File: src/rtl/hnf_txreq_sched_pkg.sv
// Shared CHI definitions for the HN-F TXREQ path: request flit layout and link-credit limit.
// Latency: n/a (types and helpers only).
// Backpressure: n/a.
package hnf_txreq_sched_pkg;

  localparam int CHI_QOS_W    = 4;
  localparam int CHI_NODEID_W = 7;
  localparam int CHI_TXNID_W  = 8;
  localparam int CHI_OPCODE_W = 7;
  localparam int CHI_SIZE_W   = 3;
  localparam int CHI_ADDR_W   = 48;

  // Link-layer limit on outstanding L-credits per channel
  localparam int CHI_MAX_LCRD = 15;

  typedef struct packed {
    logic [CHI_QOS_W-1:0]    qos;
    logic [CHI_NODEID_W-1:0] tgt_id;
    logic [CHI_NODEID_W-1:0] src_id;
    logic [CHI_TXNID_W-1:0]  txn_id;
    logic [CHI_OPCODE_W-1:0] opcode;
    logic [CHI_SIZE_W-1:0]   size;
    logic [CHI_ADDR_W-1:0]   addr;
    logic                    ns;
    logic                    allow_retry;
    logic [1:0]              order;
    logic [3:0]              mem_attr;
  } reqflit_t;

  // Rewrites the identity fields that the home node owns on the way out
  function automatic reqflit_t stamp_flit(input reqflit_t             f,
                                          input [CHI_NODEID_W-1:0]    src,
                                          input [CHI_TXNID_W-1:0]     txn);
    reqflit_t o;
    o        = f;
    o.src_id = src;
    o.txn_id = txn;
    return o;
  endfunction

endpackage

File: src/rtl/hnf_txreq_sched_if.sv
// Bundles the requester side and the CHI TXREQ link side of the scheduler.
// Latency: n/a (wiring only).
// Backpressure: req_ready per requester; link flow control via TXREQLCRDV credits.
interface hnf_txreq_sched_if #(
  parameter int NUM_REQ = 2
);
  import hnf_txreq_sched_pkg::*;

  logic [NUM_REQ-1:0] req_valid;
  reqflit_t           req_flit [NUM_REQ];
  logic [NUM_REQ-1:0] req_ready;
  reqflit_t           TXREQFLIT;
  logic               TXREQFLITV;
  logic               TXREQFLITPEND;
  logic               TXREQLCRDV;

  // Driver of requests and credits (requesters + SNF)
  modport master (
    output req_valid, req_flit, TXREQLCRDV,
    input  req_ready, TXREQFLIT, TXREQFLITV, TXREQFLITPEND
  );

  // The scheduler itself
  modport slave (
    input  req_valid, req_flit, TXREQLCRDV,
    output req_ready, TXREQFLIT, TXREQFLITV, TXREQFLITPEND
  );

endinterface

File: src/rtl/hnf_txreq_sched_rr_arbiter.sv
// Round-robin arbiter: one-hot grant among set req bits, searching from the pointer.
// Latency: grant is combinational; pointer updates one cycle after an advance.
// Backpressure: pointer only moves when advance (grant accepted) is high.
module rr_arbiter #(
  parameter int N = 2
) (
  input  logic         clock,
  input  logic         reset,
  input  logic [N-1:0] req,
  input  logic         advance,
  output logic [N-1:0] grant
);

  localparam int PW = (N > 1) ? $clog2(N) : 1;

  logic [PW-1:0] r_ptr;
  logic [PW-1:0] w_idx;
  logic [PW-1:0] w_gidx;
  logic [PW-1:0] w_next;

  // Pick the first requester at or after the pointer; scanning downward lets the nearest win
  always_comb begin
    grant  = '0;
    w_idx  = '0;
    w_gidx = r_ptr;
    for (int k = N - 1; k >= 0; k--) begin
      w_idx = PW'((int'(r_ptr) + k) % N);
      if (req[w_idx]) begin
        grant        = '0;
        grant[w_idx] = 1'b1;
        w_gidx       = w_idx;
      end
    end
    w_next = (w_gidx == PW'(N - 1)) ? '0 : w_gidx + 1'b1;
  end

  // Pointer moves past the granted requester only when the grant is taken
  always_ff @(posedge clock) begin
    if (reset) begin
      r_ptr <= '0;
    end else if (advance) begin
      r_ptr <= w_next;
    end
  end

endmodule

File: src/rtl/hnf_txreq_sched.sv
// Arbitrates internal requesters onto the CHI TXREQ channel, gated by held L-credits.
// Latency: 1 cycle from acceptance to TXREQFLITV (registered flit).
// Backpressure: req_ready is zero while no credit is held; one flit per cycle otherwise.
module hnf_txreq_sched
  import hnf_txreq_sched_pkg::*;
#(
  parameter int         NUM_REQ = 2,
  parameter int         MAX_CRD = CHI_MAX_LCRD,
  parameter logic [6:0] HN_ID   = 7'd0
) (
  input  logic                           clock,
  input  logic                           reset,
  hnf_txreq_sched_if.slave               bus,
  output logic [$clog2(MAX_CRD+1)-1:0]   crd_cnt,
  output logic                           crd_ovf
);

  localparam int CW = $clog2(MAX_CRD + 1);

  logic [CW-1:0]          r_crd;
  logic                   r_ovf;
  reqflit_t               r_flit;
  logic                   r_flit_vld;
  logic [CHI_TXNID_W-1:0] r_txnid;

  logic                   w_crd_nz;
  logic [NUM_REQ-1:0]     w_req;
  logic [NUM_REQ-1:0]     w_grant;
  logic                   w_acc;
  reqflit_t               w_sel;

  // A credit arriving this cycle is not visible here until it lands in r_crd
  assign w_crd_nz = (r_crd != '0);
  assign w_req    = bus.req_valid & {NUM_REQ{w_crd_nz}};
  assign w_acc    = |(bus.req_valid & w_grant);

  rr_arbiter #(.N(NUM_REQ)) u_arb (
    .clock   (clock),
    .reset   (reset),
    .req     (w_req),
    .advance (w_acc),
    .grant   (w_grant)
  );

  // Select the granted requester's flit (grant is one-hot or zero)
  always_comb begin
    w_sel = '0;
    for (int i = 0; i < NUM_REQ; i++) begin
      if (w_grant[i]) w_sel = bus.req_flit[i];
    end
  end

  // Credit bookkeeping: return and spend in one cycle cancel; a return at the limit is an error
  always_ff @(posedge clock) begin
    if (reset) begin
      r_crd <= '0;
      r_ovf <= 1'b0;
    end else begin
      case ({bus.TXREQLCRDV, w_acc})
        2'b10: begin
          if (r_crd == CW'(MAX_CRD)) r_ovf <= 1'b1;
          else                       r_crd <= r_crd + 1'b1;
        end
        2'b01:   r_crd <= r_crd - 1'b1;
        default: r_crd <= r_crd;
      endcase
    end
  end

  // Output flit register; holds its contents when nothing new is sent
  always_ff @(posedge clock) begin
    if (reset) begin
      r_flit     <= '0;
      r_flit_vld <= 1'b0;
      r_txnid    <= '0;
    end else begin
      r_flit_vld <= w_acc;
      if (w_acc) begin
        r_flit  <= stamp_flit(w_sel, HN_ID, r_txnid);
        r_txnid <= r_txnid + 1'b1;
      end
    end
  end

  assign bus.req_ready     = w_grant;
  assign bus.TXREQFLIT     = r_flit;
  assign bus.TXREQFLITV    = r_flit_vld;
  assign bus.TXREQFLITPEND = |bus.req_valid;
  assign crd_cnt           = r_crd;
  assign crd_ovf           = r_ovf;

endmodule

File: src/flat_wrapper.sv
// flat-port wrapper written by rule: the top's interface ports become plain ports
module hnf_txreq_sched_flat import hnf_txreq_sched_pkg::*;
#(
  parameter int         NUM_REQ = 2,
  parameter int         MAX_CRD = CHI_MAX_LCRD,
  parameter logic [6:0] HN_ID   = 7'd0
)
  (clock, reset, crd_cnt, crd_ovf, bus_req_valid, bus_req_flit, bus_TXREQLCRDV, bus_req_ready, bus_TXREQFLIT, bus_TXREQFLITV, bus_TXREQFLITPEND);
  hnf_txreq_sched_if #(.NUM_REQ(NUM_REQ)) bus_i ();
  input  logic clock;
  input  logic reset;
  output logic [$clog2(MAX_CRD+1)-1:0] crd_cnt;
  output logic crd_ovf;
  input wire logic [$bits(bus_i.req_valid)-1:0] bus_req_valid;
  input wire logic [$bits(bus_i.req_flit)-1:0] bus_req_flit;
  input wire logic [$bits(bus_i.TXREQLCRDV)-1:0] bus_TXREQLCRDV;
  output wire logic [$bits(bus_i.req_ready)-1:0] bus_req_ready;
  output wire logic [$bits(bus_i.TXREQFLIT)-1:0] bus_TXREQFLIT;
  output wire logic [$bits(bus_i.TXREQFLITV)-1:0] bus_TXREQFLITV;
  output wire logic [$bits(bus_i.TXREQFLITPEND)-1:0] bus_TXREQFLITPEND;
  assign bus_i.req_valid = bus_req_valid;
  assign bus_i.req_flit = {>>{bus_req_flit}};
  assign bus_i.TXREQLCRDV = bus_TXREQLCRDV;
  assign bus_req_ready = bus_i.req_ready;
  assign bus_TXREQFLIT = bus_i.TXREQFLIT;
  assign bus_TXREQFLITV = bus_i.TXREQFLITV;
  assign bus_TXREQFLITPEND = bus_i.TXREQFLITPEND;
  hnf_txreq_sched #(.NUM_REQ(NUM_REQ), .MAX_CRD(MAX_CRD), .HN_ID(HN_ID)) u_core (.clock(clock), .reset(reset), .bus(bus_i), .crd_cnt(crd_cnt), .crd_ovf(crd_ovf));
endmodule
File: config.mk
export PLATFORM = sky130hd
export DESIGN_NAME = hnf_txreq_sched_flat
export DESIGN_NICKNAME = d
export VERILOG_FILES = /design/src/rtl/hnf_txreq_sched_pkg.sv /design/src/rtl/hnf_txreq_sched_if.sv /design/src/rtl/hnf_txreq_sched_rr_arbiter.sv /design/src/rtl/hnf_txreq_sched.sv /design/src/flat_wrapper.sv
export SDC_FILE = /design/constraint.sdc
export NUM_CORES = 1
export LEC_CHECK = 0
export CORE_MARGIN = 10
export CORE_UTILIZATION = 38
export CTS_CLUSTER_DIAMETER = 150
export DETAILED_ROUTE_END_ITERATION = 16
export GPL_TIMING_DRIVEN = 0
export PLACE_DENSITY = 0.87
export SLEW_MARGIN = 15
export SYNTH_ARGS = -nofsm -noshare
export SYNTH_HDL_FRONTEND = slang
export SYNTH_SLANG_ARGS = --single-unit
File: constraint.sdc
create_clock -name clock -period 6.15 [get_ports clock]
set_clock_uncertainty 0.1 [all_clocks]
set_input_delay 1.23 -clock clock [delete_from_list [all_inputs] [get_ports clock]]
set_output_delay 1.23 -clock clock [all_outputs]
set_load 0.02 [all_outputs]
==> impl_metrics.json <==
{
  "slowest_delay_ns": 0.59,
  "initial_utilization_pct": 39.2,
  "relSlewSlack_pct": 62.4,
  "nets": 851,
  "crit_top_cell": "clkdlybuf4s50_1",
  "row_count": 37,
  "status": "complete, no violations",
  "period_minus_slack_ns": 4.33,
  "postCtsSetupBuffers": 0,
  "cts-root-buf": "clkbuf_8",
  "die-width_um": 124,
  "drc": 0,
  "drive_above_1_share_pct": 7.08,
  "hold_class": "reg2reg",
  "synth_top_flop_cell": "dfxtp_1",
  "clockBufferDepth": 2,
  "start_kind": "input pin",
  "worstSetupPathType": "in2out",
  "synth-seq-cells": 100,
  "worst_ir_drop_vdd_v": 0.000184,
  "worstPathCellList": "clkdlybuf4s50_1 > nor2_1 > inv_1 > clkdlybuf4s50_1",
  "r2r_cells": 10,
  "worstSkewPairLatency_ns": 0.36,
  "postRouteAntennaNets": 0,
  "syn_to_final_growth_pct": 71.9,
  "cts_tree": "yes",
  "wire_per_inst_um": 19.9,
  "cts_made_buffers": 9,
  "yosys_warnings": 0,
  "power_mw": 2.64,
  "port_buffers": 252,
  "drtIter0Drc": 196,
  "grt_pass1_vias": 4299,
  "critPathMaxFanout": 9,
  "setup_viol_count_final": 0,
  "grt_max_degree": 16,
  "antenna_found_initial": 0,
  "via_per_inst": 5.13,
  "ios": 290,
  "maxCapViolCount": 0,
  "synth_edf_count": 0,
  "worst_slew_pin_slew_ns": 0.563,
  "synth_area_per_cell_um2": 10.4,
  "whs_ns": 0.360,
  "overflow": 0,
  "rsz0062_at_grt": "false",
  "synth_area_mm2": 0.00408,
  "finalMaxSlewViolations": 0,
  "htreeDepth": 3,
  "cp-end-kind": "primary output",
  "place_hpwl_mm": 13.0,
  "final_util_pct": 67.3,
  "async_flop_share_pct": 0,
  "post_cts_resized": 0,
  "vias": 4111,
  "die-area_mm2": 0.0153,
  "crit_arrival_ns": 3.00,
  "grt_pass1_wl_mm": 23.7,
  "clk_pin_slew_worst_paths_ns": 0.09,
  "hold_viol_final": 0,
  "crit_required_ns": 4.82,
  "first_pass_iters": 5,
  "hold_depth": 2,
  "syn_inst": 391,
  "coreArea_mm2": 0.0104,
  "ys_seq_area_share_pct": 49.1,
  "slowest_stage": "clkdlybuf4s50_1",
  "cts_hold_buf": 0,
  "ys_types": 34,
  "fin_crit_sh_pct": 70.4,
  "p_leak_nw": 2.74,
  "routed_wl_mm": 16.0,
  "track_usage_pct": 20.0,
  "die_y_um": 124,
  "fmax_mhz": 231,
  "powerDensity_mw_per_mm2": 376,
  "tns_ns": 0,
  "routabilityCongestion": 0.891,
  "cts_sinks": 100
}
[registers in the layout, indices dropped and copies added (netlist names)]
signal,cells
u_core.bus.TXREQFLIT,85
u_core.r_txnid,8
u_core.crd_cnt,4
u_core.bus.TXREQFLITV,1
u_core.crd_ovf,1
u_core.u_arb.r_ptr,1
[cell type report]
class / instances / area (µm²)
fillers: 841 / 3400
flip-flops and latches: 100 / 2000
clock buffers: 11 / 141
plain buffers: 40 / 241
repair buffers: 252 / 2520
clock inverters: 4 / 73.8
multi-input cells: 254 / 1850
inverters: 3 / 11.3
well taps: 136 / 170
diodes: 1 / 2.50
[cells in the mapped netlist, types with 2 or more instances]
library cell / instances / share of area [%]
buf_6: 6 / 1.7
nand2_1: 23 / 2.1
xor2_1: 3 / 0.64
nor2b_1: 3 / 0.46
dfxtp_1: 100 / 49
a21oi_1: 14 / 1.7
nand2b_1: 2 / 0.31
mux2_2: 2 / 0.55
and2_1: 77 / 12
clkbuf_1: 13 / 1.2
nor3_1: 2 / 0.25
a41oi_1: 2 / 0.43
nor4b_1: 2 / 0.43
o41ai_2: 2 / 0.80
ha_1: 2 / 0.61
buf_4: 8 / 1.5
buf_2: 13 / 1.6
nor2_1: 16 / 1.5
inv_1: 3 / 0.28
xnor2_1: 4 / 0.86
nand4_1: 2 / 0.31
a221o_1: 77 / 19
nand3_1: 2 / 0.25
or4_1: 3 / 0.55
[per-stage QoR]
step | area, µm² | std cells | setup slack, ns
3_5_place_dp | 6800 | 785 | 1.85
3_3_place_gp | 6800 | 785 | 1.88
6_report | 7010 | 801 | 1.82
2_1_floorplan | 4100 | 397 | 2.82
4_1_cts | 7010 | 800 | 1.81
5_1_grt | 7010 | 800 | 1.69
[worst paths after layout]
kind / from / endpoint / slack (ns)
worst max register to register: u_core.crd_cnt[0]$_SDFFE_PP0P_ / u_core.crd_cnt[2]$_SDFFE_PP0P_ / 3.37
worst min register to register: u_core.bus.TXREQFLIT[70]$_SDFFE_PP0N_ / u_core.bus.TXREQFLIT[70]$_SDFFE_PP0N_ / 0.36
worst max-delay path: bus_req_valid[0] / bus_TXREQFLITPEND / 1.82
worst min-delay path: u_core.bus.TXREQFLIT[70]$_SDFFE_PP0N_ / u_core.bus.TXREQFLIT[70]$_SDFFE_PP0N_ / 0.36
[routing by layer]
metal / part of all wire [%] / vias up / track usage [%] / routed length (µm)
li1: - / 1974 / - / -
met1: 38 / 1907 / 21.6 / 6020
met2: 48 / 204 / 33.8 / 7710
met3: 11 / 26 / 8.55 / 1830
met4: 2.5 / 0 / 7.71 / 398
met5: 0 / - / 0 / 0
[layout by cell type, fill, tap and decap left out, types with 3 or more instances in the layout]
master,n
a21oi_1,14
a221o_1,77
and2_1,77
buf_2,13
buf_4,8
buf_6,6
clkbuf_1,14
clkbuf_8,10
clkdlybuf4s50_1,252
conb_1,7
dfxtp_1,100
inv_1,3
nand2_1,23
nor2_1,16
nor2b_1,3
or4_1,3
xnor2_1,4
xor2_1,3
[power breakdown]
part / leakage [nW] / internal [mW] / switching [mW]
clock network: 0.109 / 0.239 / 0.223
registers: 0.818 / 0.831 / 0.103
logic: 1.81 / 0.617 / 0.626
total: 2.74 / 1.69 / 0.951
[worst max-delay path: cells and delay by family]
family	cells	cell delay [ns]
buffers and inverters	3	1.27
and+or+nand+nor	1	0.50
[cells by family after synthesis]
group	synth area share, %
muxes	1.07
DFF	49.1
and+or+nand+nor	19.0
buffers and inverters	6.19
adders and majority gates	0.613
other	0.0919
xor gates and xnor gates	1.50
AOI/OAI and AO/OA	22.5
Power figures use the tool's default switching activity.
